## src/rtl/mem_port_arbiter.sv

```systemverilog
// Arbiter for the single data port of the shared RAM: N requesters, fixed-priority or
// round-robin grant, exclusive lock with idle timeout, and per-port read-response routing.
module mem_port_arbiter #(
    parameter int unsigned NUM_PORTS    = 2,
    parameter int unsigned ADDR_W       = 32,
    parameter int unsigned DATA_W       = 32,
    parameter int unsigned RR_EN        = 1,
    parameter int unsigned RD_LATENCY   = 1,
    parameter int unsigned LOCK_TIMEOUT = 16
) (
    input  logic                        clk,
    input  logic                        rst_n,
    input  logic [NUM_PORTS-1:0]        req_en,
    input  logic [NUM_PORTS-1:0]        req_we,
    input  logic [NUM_PORTS-1:0]        req_lock,
    input  logic [NUM_PORTS*ADDR_W-1:0] req_addr,
    input  logic [NUM_PORTS*DATA_W-1:0] req_wdata,
    input  logic [NUM_PORTS*2-1:0]      req_byte_sel,
    output logic [NUM_PORTS-1:0]        gnt,
    output logic [NUM_PORTS-1:0]        rsp_valid,
    output logic [DATA_W-1:0]           rsp_rdata,
    output logic                        lock_active,
    output logic                        ram_en,
    output logic                        ram_we,
    output logic [ADDR_W-1:0]           ram_addr,
    output logic [DATA_W-1:0]           ram_wdata,
    output logic [1:0]                  ram_byte_sel,
    input  logic [DATA_W-1:0]           ram_rdata
);

    localparam int unsigned PTR_W = (NUM_PORTS > 1) ? $clog2(NUM_PORTS) : 1;
    localparam int unsigned CNT_W = (LOCK_TIMEOUT > 0) ? $clog2(LOCK_TIMEOUT + 1) : 1;

    logic [PTR_W-1:0]                     rr_ptr_q, rr_ptr_d;
    logic [PTR_W-1:0]                     owner_q, owner_d;
    logic                                 lock_q, lock_d;
    logic [CNT_W-1:0]                     idle_q, idle_d;
    logic [RD_LATENCY-1:0][NUM_PORTS-1:0] rsp_pipe_q, rsp_pipe_d;
    logic                                 gnt_any_c;
    logic [PTR_W-1:0]                     gnt_idx_c;
    logic [NUM_PORTS-1:0]                 rd_tag_c;

    // Winner selection: owner only while locked, otherwise search from the rotating pointer.
    always_comb begin : arb_comb
        int unsigned idx;
        idx       = 0;
        gnt_any_c = 1'b0;
        gnt_idx_c = '0;
        if (lock_q) begin
            if (req_en[owner_q]) begin
                gnt_any_c = 1'b1;
                gnt_idx_c = owner_q;
            end
        end else begin
            for (int unsigned k = 0; k < NUM_PORTS; k++) begin
                idx = k + ((RR_EN != 0) ? 32'(rr_ptr_q) : 32'd0);
                if (idx >= NUM_PORTS) begin
                    idx = idx - NUM_PORTS;
                end
                if (!gnt_any_c && req_en[PTR_W'(idx)]) begin
                    gnt_any_c = 1'b1;
                    gnt_idx_c = PTR_W'(idx);
                end
            end
        end
    end

    always_comb begin : port_mux_comb
        gnt          = '0;
        ram_en       = 1'b0;
        ram_we       = 1'b0;
        ram_addr     = '0;
        ram_wdata    = '0;
        ram_byte_sel = '0;
        if (gnt_any_c) begin
            gnt[gnt_idx_c] = 1'b1;
            ram_en         = 1'b1;
            ram_we         = req_we[gnt_idx_c];
            ram_addr       = req_addr[32'(gnt_idx_c) * ADDR_W +: ADDR_W];
            ram_wdata      = req_wdata[32'(gnt_idx_c) * DATA_W +: DATA_W];
            ram_byte_sel   = req_byte_sel[32'(gnt_idx_c) * 2 +: 2];
        end
    end

    // Lock ownership, idle timeout and round-robin pointer update.
    always_comb begin : next_state_comb
        rr_ptr_d = rr_ptr_q;
        owner_d  = owner_q;
        lock_d   = lock_q;
        idle_d   = idle_q;
        if (gnt_any_c) begin
            rr_ptr_d = (32'(gnt_idx_c) == NUM_PORTS - 1) ? '0 : gnt_idx_c + PTR_W'(1);
        end
        if (lock_q) begin
            if (req_en[owner_q]) begin
                idle_d = '0;
                if (!req_lock[owner_q]) begin
                    lock_d  = 1'b0;
                    owner_d = '0;
                end
            end else if (LOCK_TIMEOUT != 0) begin
                if (32'(idle_q) + 32'd1 >= LOCK_TIMEOUT) begin
                    lock_d  = 1'b0;
                    owner_d = '0;
                    idle_d  = '0;
                end else begin
                    idle_d = idle_q + CNT_W'(1);
                end
            end
        end else if (gnt_any_c && req_lock[gnt_idx_c]) begin
            lock_d  = 1'b1;
            owner_d = gnt_idx_c;
            idle_d  = '0;
        end
    end

    // Writes enter the response pipe as an all-zero tag so they never raise rsp_valid.
    assign rd_tag_c = (gnt_any_c && !req_we[gnt_idx_c]) ? gnt : '0;

    if (RD_LATENCY > 1) begin : g_pipe_deep
        assign rsp_pipe_d = {rsp_pipe_q[RD_LATENCY-2:0], rd_tag_c};
    end else begin : g_pipe_one
        assign rsp_pipe_d = rd_tag_c;
    end

    always_ff @(posedge clk or negedge rst_n) begin : state_ff
        if (!rst_n) begin
            rr_ptr_q   <= '0;
            owner_q    <= '0;
            lock_q     <= 1'b0;
            idle_q     <= '0;
            rsp_pipe_q <= '0;
        end else begin
            rr_ptr_q   <= rr_ptr_d;
            owner_q    <= owner_d;
            lock_q     <= lock_d;
            idle_q     <= idle_d;
            rsp_pipe_q <= rsp_pipe_d;
        end
    end

    assign rsp_valid   = rsp_pipe_q[RD_LATENCY-1];
    assign rsp_rdata   = ram_rdata;
    assign lock_active = lock_q;

endmodule
```

## config.mk

```make
export PLATFORM = sky130hd
export DESIGN_NAME = mem_port_arbiter
export DESIGN_NICKNAME = d
export VERILOG_FILES = /design/src/rtl/mem_port_arbiter.sv
export SDC_FILE = /design/constraint.sdc
export NUM_CORES = 1
export LEC_CHECK = 0
export CAP_MARGIN = 5
export CORE_AREA = 10 10 98 100
export DETAILED_ROUTE_END_ITERATION = 8
export DIE_AREA = 0 0 108 110
export PLACE_DENSITY = 0.77
export SLEW_MARGIN = 5
export SYNTH_ARGS = -nofsm -noshare
export SYNTH_HDL_FRONTEND = slang
export SYNTH_SLANG_ARGS = --single-unit
```

## constraint.sdc

```tcl
create_clock -name clk -period 2.9 [get_ports clk]
set_input_delay 0.58 -clock clk [delete_from_list [all_inputs] [get_ports clk]]
set_output_delay 0.58 -clock clk [all_outputs]
set_load 0.1 [all_outputs]
```

# ---- Word-level counts from Yosys, hierarchy flattened
# Index checks and enable logic that the tools add are counted.
dict set report totals {
  n_memories 0
  in_bits 172
  regBits 10
  word_cells 81
  ramBits 0
  mem_bits_ro 0
  latchBits 0
}
dict set report classes {
  n_lt_le_gt_ge 8
  n_div 0
  bitwise_logic 0
  eq_ne 2
  addsub 6
  shifts 3
  n_mul 0
  n_reduce_logical 8
  mux 49
}
# operator count
set ops {}
lappend ops {{$shiftx A64 B7 Y32} 2}
lappend ops {{$mux W32} 2}
lappend ops {{$mux W1} 39}
lappend ops {{$mux W5} 4}
lappend ops {{$lt A1 B2 Y1 const B} 4}
lappend ops {{$add A5 B1 Y6 const B} 1}
lappend ops {{$ge A6 B5 Y1 const B} 1}
lappend ops {{$mux W2} 3}
lappend ops {{$add A5 B1 Y5 const B} 1}
lappend ops {{$logic_and A1 B1 Y1} 4}
lappend ops {{$shiftx A4 B3 Y2} 1}
lappend ops {{$ne A3 B1 Y1 const B} 1}
lappend ops {{$ne A3 B3 Y1 const B} 1}
lappend ops {{$reduce_and A3 Y1} 1}
lappend ops {{$add A1 B1 Y2 const A} 1}
lappend ops {{$ge A1 B2 Y1 const B} 1}
lappend ops {{$ge A2 B2 Y1 const B} 1}
lappend ops {{$logic_not A1 Y1} 2}
lappend ops {{$reduce_bool A2 Y1} 1}
lappend ops {{$sub A1 B1 Y1 const B} 2}
lappend ops {{$add A1 B1 Y1 const B} 1}
lappend ops {{$demux W1 S1} 1}
lappend ops {{$ge A1 B1 Y1 const B} 1}

# ---- Depth between registers and ports, before layout
dict set report logic_depth {
  ltp_word 17
  depth_mapped 6
  mapped_depth_nobuf 5
}

# ---- Least setup slack after synthesis
# OpenSTA, ideal clock, no wires.
dict set report synth_timing {
  kind {register to output}
  startpoint {register lock_q, in the netlist lock_active}
  endpoint {output ram_addr[23]}
  required_ns 2.320
  n_path_buf 2
  path_stages_with_launch 5
  arrival_ns 3.390
  slack_ns -1.070
  cell_sequence {dfrtp_1 o211a_1 clkbuf_1 clkbuf_1 a22o_1}
}
dict set report synth_between {
  elab_chain_len 3
  elab_cells_between_ends 4
}
# element line
set synth_lines {}
lappend synth_lines {{from (decl)} 36} ;# logic lock_q, lock_d;
lappend synth_lines {{from (signal assigned)} 136} ;# lock_q <= lock_d;
lappend synth_lines {{$mux W1} 49} ;# if (lock_q) begin
lappend synth_lines {{$shiftx A64 B7 Y32} 79} ;# ram_addr = req_addr[32'(gnt_idx_c) * ADDR_W +: ADDR_W];
lappend synth_lines {{$mux W32 (*)} 75} ;# if (gnt_any_c) begin
lappend synth_lines {{to (decl)} 25} ;# output logic [ADDR_W-1:0] ram_addr,
# Every way passes the cells marked *; elsewhere a longest branch is shown, timed or not.

# ---- Final worst setup path
dict set report layout_timing {
  startpoint {input req_en[0]}
  endpoint {output ram_addr[19]}
}
dict set report layout_between {
  elab_chain_len 10
  elab_cells_between_ends 19
}
# element line
set layout_lines {}
lappend layout_lines {{from (decl)} 13} ;# input logic [NUM_PORTS-1:0] req_en,
lappend layout_lines {{$mux W1 (not written as such) (2 in series)} 60} ;# if (!gnt_any_c && req_en[PTR_W'(idx)]) begin
lappend layout_lines {{$mux W1} 60}
lappend layout_lines {{$mux W1} 49}
lappend layout_lines {{$logic_not A1 Y1} 60}
lappend layout_lines {{$logic_and A1 B1 Y1} 60}
lappend layout_lines {{$mux W1} 60}
lappend layout_lines {{$mux W1} 49}
lappend layout_lines {{$shiftx A64 B7 Y32} 79}
lappend layout_lines {{$mux W32 (*)} 75}
# Every way passes the cells marked *; elsewhere a longest branch is shown, timed or not. The select of a mux whose other input is x is not followed.

==> results.toml <==
[synth]
synth-xor-area-share_pct = 0
synthAdderAreaFrac_pct = 0.855
synth_edf_count = 0
yosysUniqueCellTypes = 30
synth_compound_area_share_pct = 48.5
yosysSeqAreaShare_pct = 17.1
synthMuxAreaShare_pct = 1.45
synth-main-ff-cell = "dfrtp_1"
synth_area_um2 = 1460
synth.avg_cell_area_um2 = 9.04
synth_top_family_by_area = "compound AO/OA/AOI/OAI gates"
post_synth_and_or_nand_nor_area_fraction_pct = 7.44
ys_async_sr_fraction_pct = 100
synth_warnings = 0
synth_nets = 335
ys_seq_elements = 10
synthCells = 162

[clock_network]
path_clk_slew_ns = 0.05
cts_tree = "done"
cts-root-buf = "clkbuf_8"
hold_buffers = 0
clk_path_buf_depth = 2
clk_latency_ns = 0.24
cts_htree_levels = 1
cts_buffers = 3
clock-sinks = 10

[setup_path]
critPathArrivalTime_ns = 2.27
required_ns = 2.32
startpoint = "req_en[0]"
r2r_cells = 5
start_kind = "input port"
r2r-start = "lock_active"
r2r_end = "idle_q[0]"
endpoint_kind = "primary output"
critical_path.endpoint = "ram_addr[19]"
crit_type = "in -> out"
r2r_setup_slack_ns = 1.24
path_max_fanout = 39

[global_routing]
grt_pass1_vias = 2171
use_met1_pct = 13.7
grt.total_usage_pct = 14.0
gr-usage-met3_pct = 7.72
antenna_found_initial = 0
met2_usage_pct = 24.1
grt_pass1_wl_um = 13000
grt_max_degree = 40
grt_overflow = 0
top_usage_layer = "met2"

[timing]
tightestPinTransition_ns = 0.432
min_period_ns = 2.85
whs_ns = 0.569
rsz0062_at_grt = "false"
hold_viol = 0
setup_viol = 0
clock.fmax_mhz = 351
final.setup.tns_ns = 0
relSlewSlack_pct = 71.1
maxSlewViolCount = 0
fin_crit_sh_pct = 98.1
clock_skew_ns = 0.00396

[power_and_ir_drop]
power_density_nw_per_um2 = 1250
ir_drop_mv = 0.694
p_leak_uw = 0.00174
p_total_uw = 5270

[drt]
routedWlPerCell_um = 21.9
vias = 2112
ant_nets = 0
drtPass1Iterations = 4
vias_per_cell = 4.83
first_iter_violations = 87
drcViolationCount = 0
totalWireLength_um = 9570

[floorplanning]
die-height_um = 110
rows = 32
coreArea_um2 = 7650
start_util_pct = 19.1
die-width_um = 108
die_area_um2 = 11900
io_pins = 277

[status]
status = "complete, no violations"

[layout]
drive_above_1_share_pct = 28.7
diodes = 0
fin_nets = 509
syn_to_final_growth_pct = 187
multiInputGateArea_um2 = 871
fill_cells = 609
final_cell_mix = "clkdlybuf4s50_1, buf_12, a22o_1"
regArea_um2 = 251
final_common_cell = "clkdlybuf4s50_1"

[min_path]
min_from = "idle_q[1]"
worstHoldPathType = "reg -> reg"

[place]
gp_congestion = 0.856
portBuffers = 212
dp_hpwl_um = 8520

[flow_run]
drv_cap = 0
-- logic make-up (layout without fill, tap and decap cells) --
family          after synthesis  after routing
fa+ha+maj                     1              1
flops                        10             10
mux                           2              2
buf+inv                      48            221
compound gates               82             82
simple gates                 19             19
-- through the flow --
stage | instances | setup WS (ns) | utilization, % | instance area, µm²
2_1_floorplan | 162 | 0.0512 | - | 1480
5_1_grt | 437 | 0.00781 | 55.0 | 4210
3_3_place_gp | 433 | 0.0620 | 54.2 | 4150
4_1_cts | 437 | 0.0523 | 55.0 | 4210
3_5_place_dp | 433 | -0.000915 | 54.2 | 4150
6_report | 437 | 0.0545 | 55.0 | 4210
-- how the worst min path moves through the flow --
stage,to,slack [ns],cells after the start
after floorplan,idle_q[0],0.28,0
after global placement,idle_q[1],0.53,1
after detailed placement,idle_q[1],0.55,1
after CTS,idle_q[1],0.57,1
after global routing,idle_q[4],0.59,1
final,idle_q[1],0.57,1
-- flip-flops by register name, summed over array words and instances (netlist names) --
| signal | cells |
|---|---|
| owner_q | 1 |
| rr_ptr_q | 1 |
| rsp_valid | 2 |
| idle_q | 5 |
| lock_active | 1 |
-- power breakdown --
| part | total, µW | internal [µW] | switching [µW] |
|---|---|---|---|
| Sequential | 223 | 179 | 43.9 |
| Clock | 178 | 120 | 58.6 |
| Combinational | 4870 | 1740 | 3130 |
-- synthesized netlist by cell type, types with 2 or more instances --
library cell | number | area, µm²
a22o_1 | 68 | 596
buf_4 | 32 | 240
dfrtp_1 | 10 | 250
buf_6 | 8 | 90.1
clkbuf_1 | 8 | 30.0
nand2_1 | 4 | 15.0
a21oi_1 | 3 | 15.0
a211o_1 | 2 | 17.5
a31oi_1 | 2 | 12.5
nand2b_1 | 2 | 12.5
nor2_1 | 2 | 7.51
nor2b_1 | 2 | 12.5
nor4b_1 | 2 | 17.5
-- worst max-delay path, cell delays in order --
cell and delay [ns]:
clkdlybuf4s50_1 0.48, or3b_4 0.39, and3_4 0.20, buf_12 0.17, a22o_1 0.24, buf_12 0.17
-- final cells by class --
type                       count  share of cell area, %
timing repair buffer         217                   69.0
multi-input combinational    104                   20.7
sequential                    10                   5.98
tap                          102                   3.03
clock buffer                   4                   1.31
-- metal layers --
| metal | share of wire [%] | wire (µm) | vias to the layer above |
|---|---|---|---|
| li1 | - | - | 961 |
| met1 | 33 | 3160 | 954 |
| met3 | 15 | 1400 | 22 |
| met2 | 50 | 4740 | 175 |
| met4 | 2.8 | 269 | 0 |
| met5 | 0 | 0 | - |
-- what timing repair did --
action,in CTS,in global routing
endpoints found under the setup margin,1,2
gates resized for setup,1,1
setup buffers,0,0
endpoints found under the hold margin,0,0
Note: power is estimated with default switching activity, not from simulation.
